**src/rtl/add_sub_digit_serial_if.sv**
```systemverilog
// Handshake and operand/result bundle for add_sub_digit_serial.
// The master drives the request and operands; the slave (the arithmetic unit) returns status and results.
interface add_sub_digit_serial_if #(
   parameter int WIDTH = 16
);
   logic             start;
   logic             mode;
   logic [WIDTH-1:0] a_in;
   logic [WIDTH-1:0] b_in;
   logic             busy;
   logic             done;
   logic [WIDTH-1:0] result;
   logic             carry;
   logic             ovf;
   logic             zero;

   modport master (
      output start, mode, a_in, b_in,
      input  busy, done, result, carry, ovf, zero
   );

   modport slave (
      input  start, mode, a_in, b_in,
      output busy, done, result, carry, ovf, zero
   );
endinterface

```
**src/rtl/add_sub_digit_serial.sv**
```systemverilog
// Digit-serial adder/subtractor: WIDTH-bit operands, DIGIT bits per clock, LSB digit first.
// Optional macro ADD_SUB_SAT_EN saturates the result on signed overflow.
module add_sub_digit_serial #(
   parameter int WIDTH = 16,
   parameter int DIGIT = 4
) (
   input logic                  clk,
   input logic                  rst,
   add_sub_digit_serial_if.slave bus
);
   localparam int N  = WIDTH / DIGIT;
   localparam int CW = (N > 1) ? $clog2(N) : 1;

   typedef enum logic {IDLE, RUN} state_t;

   state_t           state_q;
   logic [WIDTH-1:0] aShift_q;
   logic [WIDTH-1:0] bShift_q;
   logic [WIDTH-1:0] sumShift_q;
   logic             carryInt_q;
   logic [CW-1:0]    cnt_q;
   logic             aMsb_q;
   logic             bMsb_q;
   logic             busy_q;
   logic             done_q;
   logic [WIDTH-1:0] result_q;
   logic             carry_q;
   logic             ovf_q;
   logic             zero_q;

   logic [DIGIT:0]   digitSum_d;
   logic [WIDTH-1:0] sumShift_d;
   logic             ovf_d;
   logic [WIDTH-1:0] result_d;

   // B is stored pre-inverted for subtraction, so one overflow rule covers both modes.
   always_comb begin
      digitSum_d = {1'b0, aShift_q[DIGIT-1:0]} + {1'b0, bShift_q[DIGIT-1:0]}
                 + {{DIGIT{1'b0}}, carryInt_q};
      sumShift_d = (sumShift_q >> DIGIT)
                 | (WIDTH'(digitSum_d[DIGIT-1:0]) << (WIDTH - DIGIT));
      ovf_d      = (aMsb_q == bMsb_q) && (sumShift_d[WIDTH-1] != aMsb_q);
`ifdef ADD_SUB_SAT_EN
      if (ovf_d) begin
         result_d = aMsb_q ? {1'b1, {(WIDTH-1){1'b0}}} : {1'b0, {(WIDTH-1){1'b1}}};
      end else begin
         result_d = sumShift_d;
      end
`else
      result_d = sumShift_d;
`endif
   end

   always_ff @(posedge clk) begin
      if (rst) begin
         state_q    <= IDLE;
         aShift_q   <= '0;
         bShift_q   <= '0;
         sumShift_q <= '0;
         carryInt_q <= 1'b0;
         cnt_q      <= '0;
         aMsb_q     <= 1'b0;
         bMsb_q     <= 1'b0;
         busy_q     <= 1'b0;
         done_q     <= 1'b0;
         result_q   <= '0;
         carry_q    <= 1'b0;
         ovf_q      <= 1'b0;
         zero_q     <= 1'b0;
      end else begin
         done_q <= 1'b0;
         case (state_q)
            IDLE: begin
               if (bus.start) begin
                  aShift_q   <= bus.a_in;
                  bShift_q   <= bus.mode ? ~bus.b_in : bus.b_in;
                  aMsb_q     <= bus.a_in[WIDTH-1];
                  bMsb_q     <= bus.mode ? ~bus.b_in[WIDTH-1] : bus.b_in[WIDTH-1];
                  carryInt_q <= bus.mode;
                  cnt_q      <= '0;
                  busy_q     <= 1'b1;
                  state_q    <= RUN;
               end
            end
            RUN: begin
               aShift_q   <= aShift_q >> DIGIT;
               bShift_q   <= bShift_q >> DIGIT;
               sumShift_q <= sumShift_d;
               carryInt_q <= digitSum_d[DIGIT];
               cnt_q      <= cnt_q + CW'(1);
               // Results are published only here, so partial sums never reach the port.
               if (cnt_q == CW'(N - 1)) begin
                  state_q  <= IDLE;
                  busy_q   <= 1'b0;
                  done_q   <= 1'b1;
                  result_q <= result_d;
                  carry_q  <= digitSum_d[DIGIT];
                  ovf_q    <= ovf_d;
                  zero_q   <= (result_d == '0);
               end
            end
            default: state_q <= IDLE;
         endcase
      end
   end

   assign bus.busy   = busy_q;
   assign bus.done   = done_q;
   assign bus.result = result_q;
   assign bus.carry  = carry_q;
   assign bus.ovf    = ovf_q;
   assign bus.zero   = zero_q;
endmodule

```
**src/flat_wrapper.sv**
```systemverilog
// flat-port wrapper written by rule: the top's interface ports become plain ports
module add_sub_digit_serial_flat 
#(
   parameter int WIDTH = 16,
   parameter int DIGIT = 4
)
  (clk, rst, bus_start, bus_mode, bus_a_in, bus_b_in, bus_busy, bus_done, bus_result, bus_carry, bus_ovf, bus_zero);
  add_sub_digit_serial_if #(.WIDTH(WIDTH)) bus_i ();
  input logic clk;
  input logic rst;
  input wire logic [$bits(bus_i.start)-1:0] bus_start;
  input wire logic [$bits(bus_i.mode)-1:0] bus_mode;
  input wire logic [$bits(bus_i.a_in)-1:0] bus_a_in;
  input wire logic [$bits(bus_i.b_in)-1:0] bus_b_in;
  output wire logic [$bits(bus_i.busy)-1:0] bus_busy;
  output wire logic [$bits(bus_i.done)-1:0] bus_done;
  output wire logic [$bits(bus_i.result)-1:0] bus_result;
  output wire logic [$bits(bus_i.carry)-1:0] bus_carry;
  output wire logic [$bits(bus_i.ovf)-1:0] bus_ovf;
  output wire logic [$bits(bus_i.zero)-1:0] bus_zero;
  assign bus_i.start = bus_start;
  assign bus_i.mode = bus_mode;
  assign bus_i.a_in = bus_a_in;
  assign bus_i.b_in = bus_b_in;
  assign bus_busy = bus_i.busy;
  assign bus_done = bus_i.done;
  assign bus_result = bus_i.result;
  assign bus_carry = bus_i.carry;
  assign bus_ovf = bus_i.ovf;
  assign bus_zero = bus_i.zero;
  add_sub_digit_serial #(.WIDTH(WIDTH), .DIGIT(DIGIT)) u_core (.clk(clk), .rst(rst), .bus(bus_i));
endmodule
```
**config.mk**
```make
export PLATFORM = sky130hd
export DESIGN_NAME = add_sub_digit_serial_flat
export DESIGN_NICKNAME = d
export VERILOG_FILES = /design/src/rtl/add_sub_digit_serial_if.sv /design/src/rtl/add_sub_digit_serial.sv /design/src/flat_wrapper.sv
export SDC_FILE = /design/constraint.sdc
export NUM_CORES = 1
export LEC_CHECK = 0
export ABC_CLOCK_PERIOD_IN_PS = 5450
export CORE_ASPECT_RATIO = 0.7
export CORE_MARGIN = 4
export CORE_UTILIZATION = 40
export DETAILED_ROUTE_END_ITERATION = 8
export GPL_TIMING_DRIVEN = 0
export MAX_ROUTING_LAYER = met4
export SLEW_MARGIN = 30
export SYNTH_ARGS = -nofsm -noshare
export SYNTH_HDL_FRONTEND = slang
export SYNTH_SLANG_ARGS = --single-unit
```
**constraint.sdc**
```tcl
create_clock -name clk -period 5.45 [get_ports clk]
set_input_delay 1.09 -clock clk [delete_from_list [all_inputs] [get_ports clk]]
set_output_delay 1.09 -clock clk [all_outputs]
set_load 0.01 [all_outputs]
```
==> results.cfg <==
[outcome]
outcome = complete, no violations

[clock_network]
clockRootBuffer = clkbuf_8
cts_buffers = 9
ctsHtreeMaxLevel = 3
clk_path_buf_depth = 2
numClockSinks = 71
cts_tree = yes
path_clk_slew_ps = 80
cts_resized = 0
clkLatencyLatePin_ps = 340
post_cts_buffers = 0
cts.hold.buffers_added = 0

[grt]
first_global_vias = 2262
grt_overflow = 0
grt_max_degree = 13
track_usage_pct = 17.29
antenna_found_initial = 0
grt_pass1_wl_mm = 11.78

[cells_and_area]
fin_area_sq_um = 3890
syn_to_final_growth_pct = 29.65
nets = 426
antenna_cells = 0
fin_util_pct = 53.38
drive_gt1_share_pct = 8.740

[placement]
dpl.hpwl_mm = 5.295
place_area_sq_um = 3654
io_buffer_count = 53
gp_congestion = 0.7738

[yosys]
synth_xor_area_share_pct = 5.254
synthAdderAreaFrac_pct = 3.003
syn_inst = 320
synth_mux_area_share_pct = 9.341
synth_top_family_by_area = compound AO/OA/AOI/OAI gates
synth-simple-area-share_pct = 14.10
yosysWarnings = 0
synth_area_sq_um = 3000
ys_types = 35
ys_seq_area_share_pct = 47.37
synth_nets = 362
synth_seq_cells = 71
synth_compound_area_share_pct = 16.35
syn_avg_cell_area_sq_um = 9.376

[detailed_routing]
drcViolationCount = 0
ant_nets = 0
wl_per_cell_microns = 14.74
drtIter0Drc = 132
drt_first_pass_iters = 4
wl_mm = 7.176
via_per_inst = 4.979
vias = 2425

[timing]
min_period_ps = 2308
rsz0062_at_grt = no
finalSetupTns_ps = 0
hold_slack_ps = 457.7
relSlewSlack_pct = 59.69
hold_viol = 0
max_freq_mhz = 433.2
tightest_slew_ps = 604.7
setup_viol = 0
finalCritPeriodShare_pct = 42.36
finClkSkew_ps = 9.366
maxSlewViolCount = 0

[worst_setup_path]
critPathBufInv = 1
crit_family = buffers and inverters
path_cells = clkdlybuf4s50_1
worstSetupEndpointType = output port
cpPeakStageDelay_ps = 540
critPathLaunchType = flip-flop
cp_max_fo = 2
cpMaxStageDelayCell = clkdlybuf4s50_1
crit_type = flip-flop to output port
critical_path_required_ps = 4360
worstPathArrival_ps = 1220

[floorplan]
core-area_sq_um = 7287
start_util_pct = 41.17
ioPinCount = 57
fp-row-count = 26
die_w_microns = 111.5
dieHeight_microns = 80.46
dieArea_sq_um = 8973

[power]
p_sw_uw = 298.6
p_per_area_nw_per_um2 = 313.5
ir_worst_vdd_mv = 0.1163
pwr-share-clk_pct = 41.2
seq_power_share_pct = 45.8
switching_share_pct = 24.49
p_int_uw = 920.8
p_leak_uw = 0.001579
combPwrFrac_pct = 13.0

[min_path]
hold_path_class = flip-flop to flip-flop

[flow_run]
maxCapViolations = 0
synth_stat cells:
| cell | n | area share, % |
|---|---|---|
| nand3_1 | 1 | 0.17 |
| o21a_1 | 2 | 0.50 |
| xnor2_1 | 17 | 5.0 |
| nor4_1 | 3 | 0.63 |
| a21o_1 | 2 | 0.50 |
| or2_2 | 1 | 0.21 |
| buf_2 | 11 | 1.8 |
| a211oi_1 | 20 | 5.0 |
| buf_1 | 3 | 0.38 |
| dfxtp_1 | 71 | 47 |
| mux2i_1 | 28 | 9.3 |
| nor2b_1 | 3 | 0.63 |
| nor3b_1 | 1 | 0.25 |
| a31o_2 | 1 | 0.29 |
| nand2_1 | 6 | 0.75 |
| nand3b_4 | 1 | 0.67 |
| nor3_1 | 2 | 0.33 |
| and2_1 | 1 | 0.21 |
| ha_1 | 4 | 1.7 |
| buf_4 | 2 | 0.50 |
| inv_1 | 2 | 0.25 |
| o2111ai_1 | 1 | 0.29 |
| fa_1 | 2 | 1.3 |
| nor2_1 | 73 | 9.1 |
| xor2_1 | 1 | 0.29 |
| nand2b_1 | 2 | 0.42 |
| o22ai_1 | 1 | 0.21 |
| a21oi_1 | 28 | 4.7 |
| o21ai_0 | 3 | 0.50 |
| buf_6 | 2 | 0.75 |
| nand4_1 | 1 | 0.21 |
| a21oi_2 | 1 | 0.29 |
| clkbuf_1 | 7 | 0.88 |
| or4_1 | 2 | 0.50 |
| a22o_1 | 14 | 4.1 |
layout by cell type (no fill, tap or decap), types with 3 or more instances in the layout:
| master | netlist | layout |
|---|---|---|
| a22o_1 | 14 | 14 |
| bufinv_16 | 0 | 3 |
| clkdlybuf4s50_1 | 0 | 53 |
| o21ai_0 | 3 | 3 |
| dfxtp_1 | 71 | 71 |
| buf_2 | 11 | 11 |
| buf_1 | 3 | 3 |
| nor2b_1 | 3 | 3 |
| a211oi_1 | 20 | 20 |
| xnor2_1 | 17 | 17 |
| nand2_1 | 6 | 6 |
| a21oi_1 | 28 | 28 |
| clkbuf_8 | 0 | 9 |
| nor4_1 | 3 | 3 |
| ha_1 | 4 | 4 |
| clkbuf_1 | 7 | 8 |
| mux2i_1 | 28 | 28 |
| nor2_1 | 73 | 73 |
layer usage:
metal	vias up	global-route usage (%)	part of all wire, %
met2	66	24.31	40
met1	1118	24.38	53
met4	0	4.739	1.0
met5	-	-	0
met3	9	4.669	5.2
li1	1232	-	-
cell families after synthesis:
kind of cell | Yosys count
adders and majority gates | 6
AOI/OAI and AO/OA | 73
buffers and inverters | 27
muxes | 28
and+or+nand+nor | 97
xor gates and xnor gates | 18
DFF | 71
per-stage QoR:
step                      std cells  setup WS (ps)  power [uW]
final                           487           3142        1219
after global routing            487           3016        1270
after global placement          471           3203       726.0
after CTS                       487           3127        1225
after detailed placement        471           3219       728.6
after floorplan                 320           3448       668.9
worst paths after layout:
path	from	end	slack (ps)	cells past startpoint
setup / recovery	u_core.bus.result[0]	bus_result[0]	3140	1
hold / removal	u_core.bus.carry	u_core.bus.carry	460	2
setup reg to reg	u_core.carryInt_q	u_core.bus.zero	3170	6
hold reg to reg	u_core.bus.carry	u_core.bus.carry	460	2
flip-flops by register name, summed over array words and instances (netlist names), 2 cells and up:
name               cells
u_core.aShift_q       16
u_core.bShift_q       16
u_core.bus.result     16
u_core.cnt_q           2
u_core.sumShift_q     12
cell type report:
class                           instances  area, sq um
Inverter                                2        7.507
Fill cell                             692         3397
Tap cell                               98        122.6
Timing Repair Buffer                   53        530.5
Clock inverter                          6        108.9
Multi-Input combinational cell        222         1441
Clock buffer                           10        127.6
Buffer                                 25        130.1
Sequential cell                        71         1421
power groups by stage:
stage                     Combinational [uW]  Clock (uW)  Sequential [uW]
after floorplan                          104           0              565
after global placement                   156           0              570
after detailed placement                 158           0              570
after CTS                                159         507              558
after global routing                     177         531              562
final                                    159         502              558
Power figures use the tool's default switching activity.
